<file path="config.mk">
export PLATFORM = sky130hd
export DESIGN_NAME = yonga_can_tx_mailbox
export DESIGN_NICKNAME = d
export VERILOG_FILES = /design/src/rtl/yonga_can_tx_mailbox.sv
export SDC_FILE = /design/constraint.sdc
export NUM_CORES = 2
export LEC_CHECK = 0
export ABC_AREA = 1
export CORE_MARGIN = 1
export CORE_UTILIZATION = 48
export DETAILED_ROUTE_END_ITERATION = 6
export DONT_BUFFER_PORTS = 1
export GPL_TIMING_DRIVEN = 0
export SLEW_MARGIN = 20
export SYNTH_ARGS = -nofsm -noshare
export SYNTH_HDL_FRONTEND = slang
export SYNTH_SLANG_ARGS = --single-unit
</file>
<file path="constraint.sdc">
create_clock -name clk -period 14.3 [get_ports clk]
set_input_delay 0.715 -clock clk [delete_from_list [all_inputs] [get_ports clk]]
set_output_delay 0.715 -clock clk [all_outputs]
set_load 0.01 [all_outputs]
</file>
<file path="src/rtl/yonga_can_tx_mailbox.sv">
// CAN TX mailbox bank: CPU-written mailboxes, ID-priority arbitration,
// frame handoff (tx_req/tx_ack/tx_done), STATUS/IRQ. Ports: reg_* bus, tx_*, irq.
module yonga_can_tx_mailbox #(
  parameter int NUM_MB = 4,
  parameter int AW     = 8
) (
  input  logic          clk,
  input  logic          rst_n,
  input  logic          reg_valid,
  output logic          reg_ready,
  input  logic          reg_wr_en,
  input  logic [AW-1:0] reg_addr,
  input  logic [3:0]    reg_wstrb,
  input  logic [31:0]   reg_wdata,
  output logic [31:0]   reg_rdata,
  output logic          tx_req,
  input  logic          tx_ack,
  input  logic          tx_done,
  input  logic [2:0]    tx_sts,
  output logic [2:0]    tx_mb_idx,
  output logic [31:0]   tx_msg_id,
  output logic [31:0]   tx_msg_cfg,
  output logic [63:0]   tx_data,
  output logic          irq
);

  typedef enum logic [1:0] {S_IDLE, S_ARB, S_REQ, S_WAIT} state_e;

  localparam int NW = NUM_MB * 4;
  localparam logic [7:0] MB_MASK = 8'((1 << NUM_MB) - 1);
  localparam logic [AW-3:0] W_CTRL = (AW-2)'(NUM_MB * 4);
  localparam logic [AW-3:0] W_STAT = (AW-2)'(NUM_MB * 4 + 1);
  localparam logic [AW-3:0] W_IREN = (AW-2)'(NUM_MB * 4 + 2);

  logic [31:0] mb_q [NW];
  logic [31:0] mb_d [NW];
  logic [7:0]  pend_q, pend_d, done_q, done_d, err_q, err_d;
  logic [2:0]  sts_q, sts_d, idx_q, idx_d;
  logic [15:0] ien_q, ien_d;
  state_e      st_q, st_d;
  logic [31:0] id_q, id_d, cfg_q, cfg_d;
  logic [63:0] dat_q, dat_d;
  logic        irq_q, irq_d, rdy_q, rdy_d;
  logic [31:0] rdata_q, rdata_d;

  logic          acc, wr, rd, al, busy, flight;
  logic [AW-3:0] waddr;
  logic [7:0]    fl_mask, send, abort_clr, w1c_done, w1c_err;
  logic [7:0]    pend_arb, hw_clr, hw_done, hw_err;
  logic [31:0]   status;
  logic          found;
  logic [2:0]    win;
  logic [29:0]   best;
  logic [31:0]   w_id, w_cfg;
  logic [63:0]   w_dat;

  function automatic logic [31:0] merge(
    input logic [31:0] old,
    input logic [31:0] nw,
    input logic [3:0]  strb
  );
    logic [31:0] r;
    r = old;
    for (int b = 0; b < 4; b++)
      if (strb[b]) r[8*b +: 8] = nw[8*b +: 8];
    return r;
  endfunction

  // Accept one access per reg_valid; ready is the one-cycle response.
  assign acc     = reg_valid & ~rdy_q;
  assign wr      = acc & reg_wr_en;
  assign rd      = acc & ~reg_wr_en;
  assign al      = (reg_addr[1:0] == 2'b00);
  assign waddr   = reg_addr[AW-1:2];
  assign busy    = (st_q != S_IDLE);
  assign flight  = (st_q == S_REQ) || (st_q == S_WAIT);
  assign fl_mask = flight ? (8'd1 << idx_q) : 8'd0;
  assign status  = {busy, idx_q, 1'b0, sts_q, err_q, done_q, pend_q};

  always_comb begin
    send      = 8'd0;
    abort_clr = 8'd0;
    w1c_done  = 8'd0;
    w1c_err   = 8'd0;
    if (wr && al && waddr == W_CTRL) begin
      if (reg_wstrb[0]) send = reg_wdata[7:0] & MB_MASK;
      if (reg_wstrb[1])
        abort_clr = reg_wdata[15:8] & MB_MASK & ~fl_mask;
    end
    if (wr && al && waddr == W_STAT) begin
      if (reg_wstrb[1]) w1c_done = reg_wdata[15:8];
      if (reg_wstrb[2]) w1c_err  = reg_wdata[23:16];
    end
  end

  // Smallest 30-bit key wins; strict compare keeps the lowest index on ties.
  // Mailboxes aborted this cycle are excluded from arbitration.
  always_comb begin
    pend_arb = pend_q & ~abort_clr;
    found    = 1'b0;
    win      = 3'd0;
    best     = '1;
    w_id     = 32'd0;
    w_cfg    = 32'd0;
    w_dat    = 64'd0;
    for (int i = 0; i < NUM_MB; i++) begin
      if (pend_arb[i] && (!found || mb_q[4*i][29:0] < best)) begin
        found = 1'b1;
        win   = 3'(i);
        best  = mb_q[4*i][29:0];
        w_id  = mb_q[4*i];
        w_cfg = mb_q[4*i+1];
        w_dat = {mb_q[4*i+3], mb_q[4*i+2]};
      end
    end
  end

  always_comb begin
    mb_d    = mb_q;
    ien_d   = ien_q;
    st_d    = st_q;
    idx_d   = idx_q;
    id_d    = id_q;
    cfg_d   = cfg_q;
    dat_d   = dat_q;
    sts_d   = sts_q;
    hw_clr  = 8'd0;
    hw_done = 8'd0;
    hw_err  = 8'd0;
    rdy_d   = acc;
    rdata_d = rdata_q;

    if (acc) rdata_d = 32'd0;
    for (int i = 0; i < NW; i++) begin
      if (al && waddr == (AW-2)'(i)) begin
        if (rd) rdata_d = mb_q[i];
        if (wr && !pend_q[i/4] && !fl_mask[i/4])
          mb_d[i] = merge(mb_q[i], reg_wdata, reg_wstrb);
      end
    end
    if (rd && al && waddr == W_STAT) rdata_d = status;
    if (rd && al && waddr == W_IREN) rdata_d = {16'd0, ien_q};
    if (wr && al && waddr == W_IREN) begin
      if (reg_wstrb[0]) ien_d[7:0]  = reg_wdata[7:0];
      if (reg_wstrb[1]) ien_d[15:8] = reg_wdata[15:8];
    end

    unique case (st_q)
      S_IDLE: if (|pend_q) st_d = S_ARB;
      S_ARB: begin
        st_d = S_IDLE;
        if (found) begin
          st_d  = S_REQ;
          idx_d = win;
          id_d  = w_id;
          cfg_d = w_cfg;
          dat_d = w_dat;
        end
      end
      S_REQ: if (tx_ack) st_d = S_WAIT;
      S_WAIT: begin
        if (tx_done) begin
          st_d   = S_IDLE;
          hw_clr = 8'd1 << idx_q;
          if (tx_sts == 3'd0) hw_done = 8'd1 << idx_q;
          else begin
            hw_err = 8'd1 << idx_q;
            sts_d  = tx_sts;
          end
        end
      end
      default: st_d = S_IDLE;
    endcase

    // Software set beats hardware clear; hardware set beats W1C.
    pend_d = (pend_q & ~hw_clr & ~abort_clr) | send;
    done_d = (done_q & ~w1c_done) | hw_done;
    err_d  = (err_q & ~w1c_err) | hw_err;
    irq_d  = |(done_q & ien_q[7:0]) | |(err_q & ien_q[15:8]);
  end

  always_ff @(posedge clk or negedge rst_n) begin
    if (!rst_n) begin
      for (int i = 0; i < NW; i++) mb_q[i] <= 32'd0;
      pend_q  <= 8'd0;
      done_q  <= 8'd0;
      err_q   <= 8'd0;
      sts_q   <= 3'd0;
      idx_q   <= 3'd0;
      ien_q   <= 16'd0;
      st_q    <= S_IDLE;
      id_q    <= 32'd0;
      cfg_q   <= 32'd0;
      dat_q   <= 64'd0;
      irq_q   <= 1'b0;
      rdy_q   <= 1'b0;
      rdata_q <= 32'd0;
    end else begin
      mb_q    <= mb_d;
      pend_q  <= pend_d;
      done_q  <= done_d;
      err_q   <= err_d;
      sts_q   <= sts_d;
      idx_q   <= idx_d;
      ien_q   <= ien_d;
      st_q    <= st_d;
      id_q    <= id_d;
      cfg_q   <= cfg_d;
      dat_q   <= dat_d;
      irq_q   <= irq_d;
      rdy_q   <= rdy_d;
      rdata_q <= rdata_d;
    end
  end

  assign reg_ready  = rdy_q;
  assign reg_rdata  = rdata_q;
  assign tx_req     = (st_q == S_REQ);
  assign tx_mb_idx  = idx_q;
  assign tx_msg_id  = id_q;
  assign tx_msg_cfg = cfg_q;
  assign tx_data    = dat_q;
  assign irq        = irq_q;

endmodule

</file>
### Yosys cells after proc, flatten, opt, wreduce, memory -nomap -nowiden

Index checks and enable logic that the tools add are counted.

* register bits after elaboration: 722
* input bits: 53
* output and inout bits: 166
* logic and storage cells: 334

* magnitude comparators: 3
* eq/ne operators: 24
* shifts and indexed selects: 1
* muxes and demuxes: 79
* bitwise gates (word level): 23
* reductions and logical operators: 126

Operators with widths (number)
* $mux W32: 43
* $mux W64: 4
* $reduce_and A3 Y1: 66
* $mux W8: 16
* $lt A30 B30 Y1: 3
* $mux W30: 3
* $and A8 B8 Y8: 6
* $eq A6 B4 Y1 const B: 8
* $not A8 Y8: 5
* $logic_and A1 B1 Y1: 34
* $eq A6 B3 Y1 const B: 4
* $or A8 B8 Y8: 3
* $reduce_or A8 Y1: 3
* $eq A6 B5 Y1 const B: 3
* $eq A6 B2 Y1 const B: 2
* $logic_not A1 Y1: 11
* $and A4 B8 Y8: 1
* $mux W2: 4
* $pmux W2 S4: 1
* $shl A1 B3 Y8 const A: 1
* $eq A6 B1 Y1 const B: 1
* $logic_not A6 Y1: 1
* $mux W3: 2
* $reduce_and A2 Y1: 3
* 14 further kinds: 28

### Depth between registers and ports, before layout

* word-level depth: 37
* gate-level depth with buffers: 55
* depth with buffers taken out: 48

### Least setup slack after synthesis

Ideal clock, no wire load.

* path type: input to register
* start: in reg_addr[1]
* end: reg id_q[21] (netlist: tx_msg_id[21])
* setup time: 118 ps
* data arrival time: 7627 ps
* required time: 14182 ps
* path slack: 6555 ps
* stages: 50
* path buffers: 10
* cells stage by stage: or2_1 > buf_6 > nor2_8 > nand3_4 > nand2_4 > clkbuf_1 > clkbuf_1 > nor2_1 > ha_1 > nand2_1 > or4_1 > nor4_1 > nand2_1 > nand2_1 > nand2_1 > nand2_1 > clkbuf_1 > clkbuf_1 > (+14 left out) > clkbuf_1 > clkbuf_1 > clkbuf_1 > nand2_1 > o21ai_0 > ha_1 > a21oi_1 > nor2_1 > a211oi_1 > o221ai_1 > a21oi_1 > nand2_2 > nand2_4 > buf_6 > buf_2 > nand3_1 > nand3_1 > nand2_1

* word-level cells in the longest chain between the ends: 20
* elaborated cells on any way between the ends: 30
* classes of those cells: order compare: 3; mux: 12; bitwise: 2; reduce/logical: 13

RTL lines
* start: declaration: line 12 `input logic [AW-1:0] reg_addr,`
* $logic_not A2 Y1 (*): line 73 `assign al = (reg_addr[1:0] == 2'b00);`
* $logic_and A1 B1 Y1 (*) (2 in a row): line 85 `if (wr && al && waddr == W_CTRL) begin`
* $mux W8 (*): line 85
* $not A8 Y8 (*)
* $and A4 B4 Y4 (*): line 99 `pend_arb = pend_q & ~abort_clr;`
* $mux W30 or $mux W1 (tied branches): line 107 `if (pend_arb[i] && (!found || mb_q[4*i][29:0] < best)) begin`
* $lt A30 B30 Y1 or $logic_not A1 Y1 (tied branches): line 107
* $logic_or A1 B1 Y1: line 107
* (+3 left out)
* $logic_or A1 B1 Y1: line 107
* $logic_and A1 B1 Y1: line 107
* $mux W30 or $mux W1 (tied branches): line 107
* $lt A30 B30 Y1 or $logic_not A1 Y1 (tied branches): line 107
* $logic_or A1 B1 Y1: line 107
* $logic_and A1 B1 Y1: line 107
* $mux W1: line 107
* $reduce_and A2 Y1 (no line)
* end signal: assignment: line 207 `id_q <= id_d;`
* end: declaration: line 41 `logic [31:0] id_q, id_d, cfg_q, cfg_d;`

Mark *: on every way between the ends. The rest lies on a longest branch, timed or not.
A chain may end at the register's enable or synchronous reset.

### Final worst setup path

* start: reg rdy_q (netlist: reg_ready)
* end: reg id_q[9] (netlist: tx_msg_id[9])

* word-level cells in the longest chain between the ends: 22
* elaborated cells on any way between the ends: 32
* classes of those cells: order compare: 3; mux: 12; bitwise: 5; reduce/logical: 12

RTL lines
* start: declaration: line 43 `logic irq_q, irq_d, rdy_q, rdy_d;`
* start signal: assignment: line 211 `rdy_q <= rdy_d;`
* $not A1 Y1 (*): line 70 `assign acc = reg_valid & ~rdy_q;`
* $and A1 B1 Y1 (*): line 70
* $and A1 B1 Y1 (*): line 71 `assign wr = acc & reg_wr_en;`
* $logic_and A1 B1 Y1 (*) (2 in a row): line 85
* $mux W8 (*): line 85
* $not A8 Y8 (*)
* $and A4 B4 Y4 (*): line 99
* $mux W30 or $mux W1 (tied branches): line 107
* (+5 left out)
* $logic_or A1 B1 Y1: line 107
* $logic_and A1 B1 Y1: line 107
* $mux W30 or $mux W1 (tied branches): line 107
* $lt A30 B30 Y1 or $logic_not A1 Y1 (tied branches): line 107
* $logic_or A1 B1 Y1: line 107
* $logic_and A1 B1 Y1: line 107
* $mux W1: line 107
* $reduce_and A2 Y1 (no line)

Marks and branches as above.

==> qor.txt <==
total number of vias -> 38500
syn avg cell area -> 7.71 sq um
CP max stage delay -> 0.93 ns
RSZ-0062 raised after global routing -> no
CTS sink cnt -> 717
Syn Nets -> 5110
Util after Layout -> 0.538
largest cells by area after synthesis -> dfrtp_1 47%, nand2_1 13%, o21ai_0 12%
Routed WL -> 184 mm
Arrival @ worst endpoint -> 13.82 ns
boundary pin count -> 219
Worst Hold Class -> in2async
Seq/Total Area, Yosys -> 0.468
max_slew headroom -> 0.0191
Filler cells -> 7797
failing checks -> DRC, hold timing
FF-to-FF Start -> reg_ready
all-layer global routing usage -> 0.448
number of enable flip-flop cells after synthesis -> 0
leak pwr -> 19.7 nW
skew final -> 0.0324 ns
Setup TNS -> 0 ns
total congestion overflow -> 0
CTS Buf Count -> 81
Place WS -> 1.55 ns
placer congestion estimate -> 1.04
Worst R2R End -> tx_msg_id[9]
crit share post-route -> 0.928
Pwr Density -> 107 nW/um^2
Seq cells post-synth -> 717
DP HPWL -> 148 mm
Hold Violations, Final -> 3
CP Max Fanout -> 10
Post-Syn Area -> 38300 sq um
synthesized instance count -> 4974
final critical-path required period -> 13.27 ns
H-tree Lvls -> 3
Synth Flop Type -> dfrtp_1
f_max -> 75.4 MHz
WL/cell -> 29.8 um
detail-routed via count per cell -> 6.24
IO buf count -> 0
combinational group share of total power -> 0.057
die width -> 285 um
Initial Utilization -> 0.485
Core ar. -> 79000 sq um
Switching Share -> 0.259
Flop pwr share -> 0.466
pin count of the biggest net entering global routing -> 718
crit path max-delay cell type -> clkbuf_1
TritonCTS clock tree -> built
share of the synthesized area in the top cell type -> 0.468
post-synthesis async set-or-reset flop share -> 1.00
first-pass GRT wire length -> 258 mm
crit end category -> flop
Die ar. -> 81000 sq um
clock root buffer -> clkbuf_16
internal power -> 3.37 mW
worst slew pin tran -> 1.47 ns
fraction of layout cells with a size suffix above 1 -> 0.0352
CP Launch Type -> flop
drt first pass iters -> 7
DR DRC count -> 11
worst path required time -> 14.85 ns
vias in the first global route -> 35900
Die Span Y -> 285 um
Pins Over Slew Limit -> 0
placed cells -> 6024
Post-layout nets -> 5198
hold slack -> -0.0135 ns
Setup WS post-layout -> 1.03 ns
synthesis-to-finish area growth -> 10.9%
CP Class -> reg2reg
clk_lat worst skew -> 0.67 ns
1st-iter DRT viols -> 5985
clock power share -> 0.478
cell mode on critical path -> nand2_1
max_cap viols -> 0
Psw -> 1.18 mW
Setup violations, final -> 0
clock transition at the registers of the reported paths -> 0.07 ns
Detail Route Antenna Nets -> 0
initial antenna violation count -> 8
Reg2Reg Setup Slack -> 1.03 ns
num rows -> 103
outcome -> finished, violations left
Synthesis Warnings -> 0
Netlist cell types -> 46
Clock Path Buffers -> 3
maximum vdd drop -> 79.5 uV
leading area contributor after synthesis -> dfrtp_1
Final Instance Count excl. Fillers -> 6170
Reg2Reg Depth -> 50
-- cell usage after synthesis (18+ instances only) --
cell and n:
inv_1 450, a31oi_1 18, nand3_1 425, o211ai_1 190, a22oi_1 32, clkbuf_1 308, o311ai_0 57, dfrtp_1 717
nor2_1 182, o221ai_1 34, ha_1 83, a21oi_1 118, nand2_1 1316, o21ai_0 898
-- area by class of cell --
| class | count | area (sq um) | area share |
|---|---|---|---|
| Antenna cell | 3 | 7.51 | 0.000177 |
| Inverter | 453 | 1700 | 0.0400 |
| Multi-Input combinational cell | 3454 | 17200 | 0.406 |
| Clock inverter | 25 | 378 | 0.00889 |
| Timing Repair Buffer | 5 | 120 | 0.00283 |
| Sequential cell | 717 | 17900 | 0.422 |
| Buffer | 350 | 1450 | 0.0341 |
| Clock buffer | 113 | 2340 | 0.0550 |
| Tap cell | 1050 | 1310 | 0.0309 |
-- stage by stage --
stage	total power, mW	instance area (sq um)
after detailed placement	2.35	39600
after floorplan	2.24	38300
after CTS	4.49	42400
final	4.55	42500
after global placement	2.35	39600
after global routing	4.64	42500
-- logic make-up (layout without fill, tap and decap cells) --
logic type	after synthesis	in the layout	share of synthesized area
and+or+nand+nor	1966	1966	0.210
AOI/OAI and AO/OA	1402	1402	0.212
buffers and inverters	803	946	0.0820
DFF	717	717	0.468
adders and majority gates	83	83	0.0271
other	1	4	0.0000978
xor gates and xnor gates	1	1	0.000229
muxes	1	1	0.000294
-- state kept, by name (all words and copies together) (netlist names), 2 cells and up --
name	flops
err_q	8
tx_data	64
st_q	2
pend_q	4
tx_msg_id	32
tx_mb_idx	2
tx_msg_cfg	32
sts_q	3
ien_q	16
mb_q	512
reg_rdata	32
done_q	8
-- cell usage in the layout (no fill, tap or decap), types with 9 or more instances in the layout --
cell	n
a22oi_1	32
buf_1	11
nand3_1	425
inv_1	450
o221ai_1	34
clkbuf_1	317
clkinv_2	13
a21oi_1	118
o211ai_1	190
clkbuf_16	81
nor3_1	12
o311ai_0	33
buf_6	14
nand2_1	1316
clkbuf_8	19
o311ai_1	24
a211oi_1	9
a31oi_1	18
dfrtp_1	717
a221oi_1	16
o21ai_0	898
nor2_1	181
ha_1	83
nand4_1	12
buf_2	16
-- layer usage --
metal,global-route usage,up-vias,part of all wire
li1,-,17000,-
met1,0.630,18700,0.41
met2,0.635,2413,0.41
met3,0.157,370,0.14
met4,0.153,12,0.039
met5,0.00595,-,0.00064
-- repair_timing --
item	in CTS	in global routing
setup buffers	0	0
gates resized for setup	0	0
hold endpoints to repair	717	7
-- power groups by stage --
stage	clock, mW	combinational [mW]	sequential (mW)
floorplan	0	0.117	2.13
global placement	0	0.200	2.15
detailed placement	0	0.202	2.15
CTS	2.17	0.203	2.11
global route	2.24	0.276	2.12
finish	2.17	0.258	2.12
-- how the worst max path moves through the flow --
stage | start | to | slack (ns) | cells after the start
finish | reg_ready | tx_msg_id[9] | 1.03 | 50
global route | reg_ready | tx_msg_id[10] | 0.84 | 50
CTS | reg_ready | tx_msg_id[10] | 1.65 | 50
detailed placement | reg_valid | tx_msg_id[9] | 1.55 | 49
global placement | reg_valid | tx_msg_id[11] | 1.25 | 49
floorplan | reg_addr[1] | tx_msg_id[21] | 6.55 | 50
-- worst max-delay path, delay by kind of cell (launching register included) --
kind            cells  cell delay (ns)
compound gates      2             0.29
fa+ha+maj           3             0.77
buf+inv            14             5.41
flops               1             0.50
simple gates       31             6.11
Power figures use the tool's default switching activity.
